File: config.mk
export PLATFORM = sky130hd
export DESIGN_NAME = pipeline_hazard_ctrl
export DESIGN_NICKNAME = d
export VERILOG_FILES = /design/src/rtl/pipeline_hazard_ctrl.sv
export SDC_FILE = /design/constraint.sdc
export NUM_CORES = 1
export LEC_CHECK = 0
export ABC_AREA = 0
export CAP_MARGIN = 10
export CORE_UTILIZATION = 40
export CTS_CLUSTER_SIZE = 40
export DETAILED_ROUTE_END_ITERATION = 16
export PLACE_DENSITY_LB_ADDON = 0.05
export SKIP_LAST_GASP = 1
export SLEW_MARGIN = 20
export SYNTH_ARGS = -nofsm -noshare
export SYNTH_HDL_FRONTEND = slang
export SYNTH_SLANG_ARGS = --single-unit
File: constraint.sdc
create_clock -name CLK -period 4.5 [get_ports CLK]
set_input_delay 1.35 -clock CLK [delete_from_list [all_inputs] [get_ports CLK]]
set_output_delay 1.35 -clock CLK [all_outputs]
set_load 0.01 [all_outputs]
File: src/rtl/pipeline_hazard_ctrl.sv
// pipeline_hazard_ctrl
// Central sequencer for a 5-stage RISC-V pipeline. Drives the enable/clear
// pairs of the IF/ID, ID/EX, EX/MEM and MEM/WB registers plus the PC
// enable/select, resolves load-use and taken-branch hazards, and runs the
// Avalon-MM data-memory transaction for the instruction held in EX/MEM,
// freezing the whole pipeline until the bus completes.
//
// Ports:
//   CLK, RST                        clock, synchronous active-high reset
//   id_rs1, id_rs2                  source registers of the instruction in ID
//   ex_rd, ex_memread               destination / load flag of the instruction in EX
//   mem_branch, mem_zero            EX/MEM branch and zero flags
//   mem_memread, mem_memwrite       EX/MEM load / store flags
//   avm_waitrequest, avm_readdatavalid  Avalon-MM slave handshake
//   pc_en, pc_sel                   PC update enable, 1 = take branch target
//   *_en, *_clr                     pipeline register enables / clears (clear wins)
//   avm_read, avm_write             registered Avalon requests
//   bus_err                         sticky registered watchdog error
module pipeline_hazard_ctrl #(
    parameter int MAX_WAIT = 64
) (
    input  logic       CLK,
    input  logic       RST,
    input  logic [4:0] id_rs1,
    input  logic [4:0] id_rs2,
    input  logic [4:0] ex_rd,
    input  logic       ex_memread,
    input  logic       mem_branch,
    input  logic       mem_zero,
    input  logic       mem_memread,
    input  logic       mem_memwrite,
    input  logic       avm_waitrequest,
    input  logic       avm_readdatavalid,
    output logic       pc_en,
    output logic       pc_sel,
    output logic       ifid_en,
    output logic       idex_en,
    output logic       exmem_en,
    output logic       memwb_en,
    output logic       ifid_clr,
    output logic       idex_clr,
    output logic       exmem_clr,
    output logic       memwb_clr,
    output logic       avm_read,
    output logic       avm_write,
    output logic       bus_err
);

    localparam int              WDW     = $clog2(MAX_WAIT + 1);
    localparam logic [WDW-1:0]  WD_LAST = WDW'(MAX_WAIT - 1);

    // Control word layout: {pc_en, pc_sel, ifid_en, idex_en, exmem_en, memwb_en,
    //                       ifid_clr, idex_clr, exmem_clr, memwb_clr}
    localparam logic [9:0] CTL_FREEZE = 10'b00_0000_0000;
    localparam logic [9:0] CTL_RESET  = 10'b00_0000_1111;
    localparam logic [9:0] CTL_BRANCH = 10'b11_1111_1110;
    localparam logic [9:0] CTL_STALL  = 10'b00_0111_0100;
    localparam logic [9:0] CTL_FLOW   = 10'b10_1111_0000;

    typedef enum logic [2:0] {
        RUN      = 3'd0,
        MEM_REQ  = 3'd1,
        MEM_DATA = 3'd2,
        MEM_DONE = 3'd3,
        ERR      = 3'd4
    } stateT;

    stateT          stateR;
    logic [WDW-1:0] wdogR;
    logic           memTrigS;
    logic           takenS;
    logic           loadUseS;
    logic           busDoneS;
    logic [9:0]     ctlS;

    // Hazard priority: a taken branch flushes the younger instructions, which
    // also removes any load-use dependency they had, so it wins over the stall.
    function automatic logic [9:0] hazardCtl(input logic taken, input logic loadUse);
        logic [9:0] v;
        if (taken) begin
            v = CTL_BRANCH;
        end else if (loadUse) begin
            v = CTL_STALL;
        end else begin
            v = CTL_FLOW;
        end
        return v;
    endfunction

    assign memTrigS = mem_memread | mem_memwrite;
    assign takenS   = mem_branch & mem_zero;
    assign loadUseS = ex_memread & (ex_rd != 5'd0) &
                      ((ex_rd == id_rs1) | (ex_rd == id_rs2));

    // Bus completion for the current cycle; a combined load+store completes as a read.
    always_comb begin
        busDoneS = 1'b0;
        case (stateR)
            MEM_REQ:  busDoneS = ~avm_waitrequest & (~avm_read | avm_readdatavalid);
            MEM_DATA: busDoneS = avm_readdatavalid;
            default:  busDoneS = 1'b0;
        endcase
    end

    // Pipeline enables/clears and PC select from state, hazards and reset.
    always_comb begin
        ctlS = CTL_FREEZE;
        if (RST) begin
            ctlS = CTL_RESET;
        end else begin
            case (stateR)
                RUN:      ctlS = memTrigS ? CTL_FREEZE : hazardCtl(takenS, loadUseS);
                MEM_DONE: ctlS = hazardCtl(takenS, loadUseS);
                default:  ctlS = CTL_FREEZE;
            endcase
        end
    end

    assign {pc_en, pc_sel, ifid_en, idex_en, exmem_en, memwb_en,
            ifid_clr, idex_clr, exmem_clr, memwb_clr} = ctlS;

    // Sequencer state, Avalon requests, watchdog and sticky bus error.
    always_ff @(posedge CLK) begin
        if (RST) begin
            stateR    <= RUN;
            avm_read  <= 1'b0;
            avm_write <= 1'b0;
            bus_err   <= 1'b0;
            wdogR     <= '0;
        end else begin
            case (stateR)
                RUN: begin
                    if (memTrigS) begin
                        stateR    <= MEM_REQ;
                        avm_read  <= mem_memread;
                        avm_write <= mem_memwrite;
                        wdogR     <= '0;
                    end
                end
                MEM_REQ, MEM_DATA: begin
                    if (busDoneS) begin
                        stateR    <= MEM_DONE;
                        avm_read  <= 1'b0;
                        avm_write <= 1'b0;
                    end else if (wdogR == WD_LAST) begin
                        // This cycle is the last one allowed without completion.
                        stateR    <= ERR;
                        bus_err   <= 1'b1;
                        avm_read  <= 1'b0;
                        avm_write <= 1'b0;
                    end else begin
                        wdogR <= wdogR + WDW'(1);
                        if ((stateR == MEM_REQ) && !avm_waitrequest) begin
                            // Read accepted, data still outstanding.
                            stateR    <= MEM_DATA;
                            avm_read  <= 1'b0;
                            avm_write <= 1'b0;
                        end
                    end
                end
                MEM_DONE: stateR <= RUN;
                ERR:      stateR <= ERR;
                default: begin
                    stateR    <= RUN;
                    avm_read  <= 1'b0;
                    avm_write <= 1'b0;
                end
            endcase
        end
    end

endmodule

==> flow_metrics.py <==
metrics = {
    "clock_network": {
        "cts.sinks": 13,
        "cts_made_buffers": 3,
        "postCtsSetupBuffers": 0,
        "cts.reportedPaths.clkPinSlew_ns": 0.08,
        "root_buffer": "clkbuf_4",
        "clk_path_buf_depth": 2,
        "cts_tree": "yes",
        "clk_latency_ns": 0.28,
        "htreeDepth": 1,
        "ctsHoldBuffers": 0,
    },
    "synth": {
        "ys_seq_area_share_pct": 25.7,
        "async_flop_share_pct": 0,
        "ys_seq_elements": 13,
        "synthTopCellsByArea": "dfxtp_1, xor2_1, a21oi_1",
        "synth_top_area_cell": "dfxtp_1",
        "syn_area_per_cell_um2": 7.91,
        "synth-edff-count": 0,
        "synth.area.mux_share_pct": 0,
        "syn_nets": 153,
        "synth_top_area_share_pct": 25.7,
        "syn_inst": 128,
        "synth_top_family_by_area": "compound AO/OA/AOI/OAI gates",
        "synth_compound_area_share_pct": 30.4,
        "synth_simple_gate_area_share_pct": 25.8,
        "yosys_warnings": 0,
        "yosysUniqueCellTypes": 45,
        "synth_area_um2": 1010,
        "synth_xor_area_share_pct": 10.4,
        "ys.flop_type": "dfxtp_1",
        "synth_fa_ha_area_share_pct": 1.24,
    },
    "final_layout": {
        "fin_cells": 194,
        "area_delta_synth_final_pct": 41.4,
        "final_area_um2": 1430,
        "diodes": 0,
        "fill_cells": 212,
        "drive_gt1_share_pct": 11.4,
        "post-route-util_pct": 62.3,
        "final_common_cell": "clkdlybuf4s50_1",
        "fin_nets": 192,
        "most-common-layout-cells": "clkdlybuf4s50_1, dfxtp_1, nor2_1, nand2_1, a21oi_1",
    },
    "grt": {
        "grt_usage_pct": 22.1,
        "grt_pass1_wl_um": 4550,
        "grt_overflow": 0,
        "antenna_found_initial": 0,
        "grt_max_degree": 15,
        "first_global_vias": 1020,
    },
    "timing": {
        "min_period_ns": 4.45,
        "finalHoldViolations": 0,
        "tns_ns": 0,
        "relSlewSlack_pct": 61.6,
        "worst_clock_skew_ns": 0.00117,
        "worst_slew_pin_slew_ns": 0.572,
        "finalCritPeriodShare_pct": 98.9,
        "setup_viol_count_final": 0,
        "fmax_mhz": 225,
        "finalMaxSlewViolations": 0,
        "rsz0062_at_grt": "false",
    },
    "drt": {
        "vias": 1087,
        "post_drt_wl_per_cell_um": 13.7,
        "drt_wl_total_um": 2660,
        "avgViaCountPerCell": 5.60,
        "drt.antenna.violating_nets": 0,
        "first_iter_violations": 35,
        "drt_pass1_iterations": 4,
        "drc": 0,
    },
    "place": {
        "dpl.hpwl_um": 2040,
        "place_area_um2": 1400,
        "placed_cells": 190,
        "portBuffers": 36,
        "gp_congestion": 0.797,
    },
    "die": {
        "die_y_um": 52.3,
        "ios": 37,
        "die_x_um": 52.3,
        "die_area_um2": 2740,
        "std_cell_rows": 17,
        "core_area_um2": 2300,
        "initial_core_util_pct": 44.1,
    },
    "hold_path": {
        "hold_path_class": "flip-flop to flip-flop",
        "hp-start": "wdogR[6]",
    },
    "pwr": {
        "p_comb_share_pct": 53.1,
        "p_int_w": 0.000307,
        "ir_drop_mv": 0.256,
        "p_clk_share_pct": 14.1,
        "seqPwrFrac_pct": 32.8,
        "leakage_nw": 0.535,
        "p_sw_share_pct": 43.0,
        "p_sw_w": 0.000231,
        "p_per_area_nw_per_um2": 376,
    },
    "critical_path": {
        "crit_path_end_kind": "output pin",
        "path_max_fanout": 3,
        "crit_arrival_ns": 3.10,
        "path_class": "input pin to output pin",
        "r2r-start": "stateR[1]",
        "cp-startpoint": "mem_memwrite",
        "required_ns": 3.15,
        "crit_path_start_kind": "input pin",
    },
    "flow_run": {
        "maxCapViolCount": 0,
    },
    "run_status": {
        "status": "complete, no violations",
    },
}
metrics by stage:
step / hold slack, ns / total power [W] / setup WS, ns
6_report: 0.458 / 0.000539 / 0.0500
3_3_place_gp: 0.437 / 0.000457 / -0.135
5_1_grt: 0.472 / 0.000580 / 0.00469
3_5_place_dp: 0.445 / 0.000461 / -0.200
4_1_cts: 0.459 / 0.000538 / 0.0275
2_1_floorplan: 0.420 / 0.000371 / 0.524
area by class of cell:
class | count | area (µm²) | area share [%]
clock inverters | 1 | 5.00 | 0.350
well taps | 28 | 35.0 | 2.45
repair buffers | 43 | 408 | 28.5
inverters | 2 | 7.51 | 0.524
flip-flops and latches | 13 | 260 | 18.2
multi-input cells | 104 | 693 | 48.4
clock buffers | 3 | 22.5 | 1.57
worst paths after layout:
kind | to | slack, ns | cells after the start
worst max-delay path | ifid_clr | 0.05 | 6
worst min-delay path | wdogR[6] | 0.46 | 2
worst max register to register | wdogR[5] | 2.50 | 5
worst min register to register | wdogR[6] | 0.46 | 2
power groups by stage:
stage	logic, W	registers, W	clock network (W)
2_1_floorplan	0.000216	0.000155	0
3_3_place_gp	0.000280	0.000176	0
3_5_place_dp	0.000283	0.000178	0
4_1_cts	0.000284	0.000175	0.0000790
5_1_grt	0.000312	0.000183	0.0000855
6_report	0.000286	0.000177	0.0000761
per-layer routing:
layer	GRT usage [%]	up-vias	share of wire [%]
met1	30.3	503	48
li1	-	548	-
met5	0	-	0
met2	34.0	36	46
met4	3.51	0	0
met3	6.96	0	5.7
cell usage after synthesis, drive strengths merged (2+ instances only):
library cell	count
a211oi	2
a21o	6
a21oi	10
a22oi	2
a31oi	2
and4	2
buf	7
clkbuf	2
dfxtp	13
inv	2
nand2	9
nand2b	2
nand3	5
nand3b	2
nor2	12
nor2b	2
nor3	5
nor3b	2
o21ai	6
o21bai	3
o31ai	2
or2	2
or4	2
xnor2	5
xor2	7
cell families after synthesis:
kind of cell,after synthesis
buffers and inverters,11
and+or+nand+nor,49
AOI/OAI and AO/OA,42
adders and majority gates,1
xor gates and xnor gates,12
DFF,13
critical path: stages:
cell	delay, ns
clkdlybuf4s50_1	0.45
nor2_2	0.17
nand2_1	0.09
a21o_1	0.22
o21bai_1	0.24
clkdlybuf4s50_1	0.58
timing repair:
| item | 4_1_cts | 5_1_grt |
|---|---|---|
| gates resized for setup | 5 | 3 |
| pin swaps | 1 | 0 |
| cloned | 0 | 0 |
| setup endpoints to repair | 4 | 7 |
flip-flops by register name, indices dropped and copies added (netlist names):
name and flops:
stateR 3, avm_write 1, bus_err 1, avm_read 1
wdogR 7
Power figures use the tool's default switching activity.
